## config.mk

```make
export PLATFORM = sky130hd
export DESIGN_NAME = div_seq_unit
export DESIGN_NICKNAME = d
export VERILOG_FILES = /design/src/rtl/cpu_pkg.sv /design/src/rtl/div_step.sv /design/src/rtl/div_seq_unit.sv
export SDC_FILE = /design/constraint.sdc
export NUM_CORES = 1
export LEC_CHECK = 0
export ABC_AREA = 1
export CAP_MARGIN = 20
export CELL_PAD_IN_SITES_DETAIL_PLACEMENT = 0
export CELL_PAD_IN_SITES_GLOBAL_PLACEMENT = 1
export CORE_MARGIN = 3
export CORE_UTILIZATION = 25
export DETAILED_ROUTE_END_ITERATION = 6
export GPL_TIMING_DRIVEN = 0
export PLACE_DENSITY = 0.58
export SLEW_MARGIN = 5
export SYNTH_ARGS = -nofsm -noshare
export SYNTH_HDL_FRONTEND = slang
export SYNTH_SLANG_ARGS = --single-unit
```

## constraint.sdc

```tcl
create_clock -name clk -period 2.5 [get_ports clk]
set_input_delay 0.5 -clock clk [delete_from_list [all_inputs] [get_ports clk]]
set_output_delay 0.5 -clock clk [all_outputs]
set_load 0.1 [all_outputs]
```

## src/rtl/cpu_pkg.sv

```systemverilog
// Shared CPU definitions used by the sequential divider: datapath word width
// and the divider control state encoding.
package cpu_pkg;

    // Native datapath word width of the CPU.
    localparam int WORD_W = 32;

    // Divider control states.
    //   DIV_IDLE : waiting for start, operands captured on accept
    //   DIV_CALC : one restoring step per clock, WIDTH clocks total
    //   DIV_FIX  : sign correction of quotient and remainder, results written
    //   DIV_DONE : single-cycle completion pulse
    //   DIV_ZERO : single-cycle divide-by-zero completion, results untouched
    typedef enum logic [2:0] {
        DIV_IDLE = 3'd0,
        DIV_CALC = 3'd1,
        DIV_FIX  = 3'd2,
        DIV_DONE = 3'd3,
        DIV_ZERO = 3'd4
    } div_state_t;

endpackage : cpu_pkg

```

## src/rtl/div_step.sv

```systemverilog
// One radix-2 restoring division step. The partial remainder and quotient
// register pair is shifted left by one; the divisor is trial-subtracted from
// the widened remainder and the subtraction is kept only when it does not
// borrow. The new quotient bit shifts in at the bottom.
//
// The partial remainder is always strictly less than the divisor, so the
// shifted value is below 2*divisor and one extra bit of headroom is enough
// for the trial subtraction.
module div_step #(
    parameter int WIDTH = 32
) (
    input  logic [WIDTH-1:0] rem,
    input  logic [WIDTH-1:0] quo,
    input  logic [WIDTH-1:0] div,
    output logic [WIDTH-1:0] rem_next,
    output logic [WIDTH-1:0] quo_next
);

    logic [WIDTH:0] shifted;
    logic [WIDTH:0] trial;
    logic           fits;

    // Shift, trial subtract, and restore when the trial goes negative.
    always_comb begin
        shifted  = {rem, quo[WIDTH-1]};
        trial    = shifted - {1'b0, div};
        fits     = ~trial[WIDTH];
        rem_next = fits ? trial[WIDTH-1:0] : shifted[WIDTH-1:0];
        quo_next = {quo[WIDTH-2:0], fits};
    end

endmodule : div_step

```

## src/rtl/div_seq_unit.sv

```systemverilog
// Multicycle integer divider for MIPS DIV/DIVU. Operands arrive from the
// DivSrcA/DivSrcB selects; the quotient is driven on lo_out and the remainder
// on hi_out toward the HI/LO registers.
//
// Signed division is done on operand magnitudes with a restoring unsigned
// core, then the quotient takes the XOR of the operand signs and the
// remainder takes the dividend's sign. This gives truncation toward zero.
// The most negative dividend has no positive counterpart; its magnitude is
// simply the same bit pattern read as unsigned, and the final negation wraps
// modulo 2^WIDTH, which yields the architecturally expected 0x80000000 for
// the 0x80000000 / -1 overflow case with no extra logic.
//
// Handshake: start is only looked at in IDLE; busy is high in every other
// state; done pulses for one cycle at completion; div_zero pulses alongside
// done when the divisor is zero, in which case hi_out/lo_out keep their
// previous contents.
module div_seq_unit
    import cpu_pkg::*;
#(
    parameter int WIDTH = WORD_W
) (
    input  logic             clk,
    input  logic             reset,
    input  logic             start,
    input  logic             is_signed,
    input  logic [WIDTH-1:0] dividend,
    input  logic [WIDTH-1:0] divisor,
    output logic             busy,
    output logic             done,
    output logic             div_zero,
    output logic [WIDTH-1:0] hi_out,
    output logic [WIDTH-1:0] lo_out
);

    localparam int CNT_W = $clog2(WIDTH);

    localparam logic [CNT_W-1:0] CNT_LAST  = CNT_W'(WIDTH - 1);
    localparam logic [CNT_W-1:0] CNT_ONE   = CNT_W'(1);
    localparam logic [CNT_W-1:0] CNT_ZERO  = '0;

    // Control and datapath state.
    div_state_t       state;
    logic [CNT_W-1:0] count;
    logic [WIDTH-1:0] rem_acc;
    logic [WIDTH-1:0] quo_acc;
    logic [WIDTH-1:0] div_mag;
    logic             sign_q;
    logic             sign_r;

    // Combinational operand preparation, only consumed on the accept cycle.
    logic             dividend_neg;
    logic             divisor_neg;
    logic [WIDTH-1:0] dividend_mag;
    logic [WIDTH-1:0] divisor_mag;
    logic             divisor_is_zero;

    // Output of the single restoring step, iterated in time.
    logic [WIDTH-1:0] rem_step;
    logic [WIDTH-1:0] quo_step;

    // Final sign-corrected results, written during FIX.
    logic [WIDTH-1:0] quo_fixed;
    logic [WIDTH-1:0] rem_fixed;

    // Operand magnitudes and signs; unsigned operands are passed straight through.
    always_comb begin
        dividend_neg    = is_signed & dividend[WIDTH-1];
        divisor_neg     = is_signed & divisor[WIDTH-1];
        dividend_mag    = dividend_neg ? (~dividend + 1'b1) : dividend;
        divisor_mag     = divisor_neg  ? (~divisor  + 1'b1) : divisor;
        divisor_is_zero = (divisor == '0);
    end

    // Sign correction of the unsigned core results, negation wraps at WIDTH bits.
    always_comb begin
        quo_fixed = sign_q ? (~quo_acc + 1'b1) : quo_acc;
        rem_fixed = sign_r ? (~rem_acc + 1'b1) : rem_acc;
    end

    div_step #(
        .WIDTH (WIDTH)
    ) u_div_step (
        .rem      (rem_acc),
        .quo      (quo_acc),
        .div      (div_mag),
        .rem_next (rem_step),
        .quo_next (quo_step)
    );

    // Divider control FSM with registered handshake outputs and result registers.
    always_ff @(posedge clk or negedge reset) begin
        if (!reset) begin
            state    <= DIV_IDLE;
            count    <= CNT_ZERO;
            rem_acc  <= '0;
            quo_acc  <= '0;
            div_mag  <= '0;
            sign_q   <= 1'b0;
            sign_r   <= 1'b0;
            busy     <= 1'b0;
            done     <= 1'b0;
            div_zero <= 1'b0;
            hi_out   <= '0;
            lo_out   <= '0;
        end else begin
            case (state)
                DIV_IDLE: begin
                    done     <= 1'b0;
                    div_zero <= 1'b0;
                    if (start) begin
                        busy <= 1'b1;
                        if (divisor_is_zero) begin
                            // Nothing to compute: report completion next cycle.
                            done     <= 1'b1;
                            div_zero <= 1'b1;
                            state    <= DIV_ZERO;
                        end else begin
                            // Dividend magnitude starts in the quotient register and
                            // is shifted out into the remainder one bit per step.
                            quo_acc <= dividend_mag;
                            rem_acc <= '0;
                            div_mag <= divisor_mag;
                            sign_q  <= dividend_neg ^ divisor_neg;
                            sign_r  <= dividend_neg;
                            count   <= CNT_LAST;
                            state   <= DIV_CALC;
                        end
                    end
                end

                DIV_CALC: begin
                    rem_acc <= rem_step;
                    quo_acc <= quo_step;
                    if (count == CNT_ZERO) begin
                        state <= DIV_FIX;
                    end else begin
                        count <= count - CNT_ONE;
                    end
                end

                DIV_FIX: begin
                    lo_out <= quo_fixed;
                    hi_out <= rem_fixed;
                    done   <= 1'b1;
                    state  <= DIV_DONE;
                end

                DIV_DONE: begin
                    // Completion pulse ends here; start is not looked at this cycle.
                    done  <= 1'b0;
                    busy  <= 1'b0;
                    state <= DIV_IDLE;
                end

                DIV_ZERO: begin
                    done     <= 1'b0;
                    div_zero <= 1'b0;
                    busy     <= 1'b0;
                    state    <= DIV_IDLE;
                end

                default: begin
                    done     <= 1'b0;
                    div_zero <= 1'b0;
                    busy     <= 1'b0;
                    state    <= DIV_IDLE;
                end
            endcase
        end
    end

endmodule : div_seq_unit

```

==> summary.txt <==
Status
  – Status: finished with violations
  – Violated checks: setup timing

Timing
  – Final Hold Fails: 0
  – Slew margin rel.: 30.6%
  – Number of setup violations in the final report: 33
  – Setup WS post-layout: -193 ps
  – Max-slew violation count: 0
  – Setup TNS: -4450 ps
  – Final period util: 108%
  – Clock skew: 12.0 ps
  – Fmax: 371 MHz
  – Tightest Pin Transition: approximately 1000 ps
  – Fin crit period: around 2700 ps
  – RSZ-0062 raised after global routing: true

Detailed routing
  – Pre-Repair DR Iteration Count: 5
  – Starting DRC count in detailed routing: approximately 980
  – DRC violations left: 0
  – DR WL/cell: 18.0 um
  – Routed via count: 13667
  – Final WL: 52.6 mm
  – Drt via density: 4.69
  – Final ANT Viol Nets: 0

Placement
  – Gpl congestion: 0.889
  – Total placed cells including tap cells: 2850
  – Area after DPL: 15400 sq um
  – PortBufs: 134
  – DP Wirelength: 43.0 mm

Critical path
  – Worst EP arrival: 3050 ps
  – Most frequent CP cell: buf_6
  – Crit path buf inv count: 11
  – Max incr delay on CP: 370 ps
  – Worst r2r src: quo_acc[31]
  – Slowest-stage cell, CP: dfrtp_1
  – Max FO, Critical Path: 2
  – Critical Path Start Type: flop
  – Worst Setup SP: quo_acc[31]
  – Crit end category: flop
  – Crit-path cells: clkinvlp_4, ha_4, fa_2, inv_2, nand2_2, buf_4, buf_6, buf_6, buf_6, buf_6, buf_6, buf_4, buf_4, buf_4, nand2_4, nand2_4, nand3_2, nand2_1
  – Slack of the worst reg-to-reg path: -190 ps
  – Req. time, crit path: 2860 ps
  – Crit path max-delay family: buffers and inverters
  – CP Class: reg2reg

Finish
  – Design area: 16800 sq um
  – Commonest non-fill, non-tap cell in the layout: nand2_1
  – Fillers: about 5700
  – Nets: roughly 2300
  – Final design utilization: 32.5%
  – Most frequent cells in the layout: nand2_1 (658), inv_1 (278), nor2_1 (185), dfrtp_1 (170), nand3_1 (163)
  – Finished Layout Cells: 2917
  – Area Overhead vs Synth: 27.4%
  – Share of layout cells above drive strength 1: 9.22%

Clock network
  – Root buf cell: clkbuf_16
  – Clock tree buffer depth: 2
  – Clk_lat worst skew: 470 ps
  – CTS tree: built
  – CTS buffer count: 17
  – CTS sink cnt: 173
  – Reg clk slew, reported paths: 70 ps
  – Depth of the CTS H-tree: 4

Die
  – I/O pins: 135
  – Cell row count: 83
  – Initial Util: 25.5%
  – Die area: 55500 sq um
  – Die H: 236 um
  – Core Footprint: about 52000 sq um
  – Die W: 236 um

Logic synthesis
  – Syn_area_per_cell: 6.47 sq um
  – Cells after synthesis: 2035
  – Yosys top cell by area: dfrtp_1
  – Synthesized area: 13200 sq um
  – Seq/Total Area, Yosys: ~33%
  – Yosys cell types: between 40 and 50
  – Top-area cell type share of the netlist area: 32.9%
  – Yosys warnings: 0
  – Synth top area cells: dfrtp_1 (33%), nand2_1 (20%), inv_1 (8.0%), nand3_1 (7.5%), nor2_1 (5.4%)
  – Synthesized net count: 2142
  – Post-synthesis register bit count: 173

Global route
  – GRT overflow: 0
  – First-pass GRT wire length: 80.8 mm
  – Total GRT Usage: 18.8%
  – Initial antenna violation count: 2
  – Largest net degree at the start of global routing: 90
  – Vias in the first global route: 13414

Min path
  – Hold Crit Class: in2async

Run
  – Max_cap viols: 0
final cells by class:
| cell class | count | area [sq um] | area share, % |
|---|---|---|---|
| Sequential cell | 173 | 4330 | 25.8 |
| Antenna cell | 2 | 5.00 | 0.0298 |
| Clock buffer | 18 | 429 | 2.56 |
| Tap cell | 680 | 851 | 5.07 |
| Multi-Input combinational cell | 1522 | 7950 | 47.4 |
| Buffer | 56 | 302 | 1.80 |
| Timing Repair Buffer | 168 | 1690 | 10.0 |
| Inverter | 284 | 1070 | 6.37 |
| Clock inverter | 14 | 160 | 0.954 |
sequential cells by signal (all words and copies together) (netlist names):
name      count
sign_r        1
sign_q        1
lo_out       32
rem_acc      32
busy          1
done          1
div_zero      1
quo_acc      32
hi_out       32
count         5
state         3
div_mag      32
cell families after synthesis:
logic type / share of synthesized area, %
XOR/XNOR: 5.65
AO/OA/AOI/OAI: 9.33
buffers and inverters: 10.1
AND/OR/NAND/NOR: 38.3
adder cells (fa/ha/maj): 3.76
flip-flops: 32.9
synth_stat cells, drive strengths merged:
cell type and n:
o211ai 16, or2 9, clkinv 1, dfrtp 173, a21o 1, nor3b 1, and3 3, o221ai 15
nor2 194, o21ai 119, a21oi 33, o21bai 3, nor4 3, nand4 32, fa 1, a22oi 3
a31oi 15, o31ai 4, and2 2, nor3 19, buf 27, o41ai 2, xnor2 12, nand2 702
clkbuf 29, xor2 73, inv 283, nand3b 23, nand3 199, ha 38
worst paths after layout:
kind	end	cells past startpoint
min in group clk	hi_out[10]	2
max in group asynchronous	quo_acc[8]	2
worst max-delay path	rem_acc[2]	18
worst min register to register	hi_out[10]	2
worst max register to register	rem_acc[2]	18
worst min-delay path	rem_acc[2]	1
layer usage:
layer / track usage [%] / wire [um] / up-vias
li1: - / - / 6866
met3: 2.64 / 1880 / 35
met4: 4.46 / 761 / 0
met2: 30.3 / 24000 / 290
met5: 0 / 0 / -
met1: 26.7 / 25900 / 6476
what timing repair did:
item                                    CTS  global route
endpoints found under the setup margin  102            73
resized for setup                       155            42
hold buffers                              0             0
gates cloned                              4             0
buffers inserted                         27             6
pin swaps                                23            29
metrics by stage:
stage | hold slack [ps] | setup WS (ps)
detailed placement | 472 | -483
CTS | 41.7 | -84.6
global placement | 468 | -6980
global route | 61.2 | -259
finish | 34.5 | -193
floorplan | 204 | 314
Power is not shown: default switching activity piles up to over one toggle a cycle in this logic, so the estimate is an artifact.
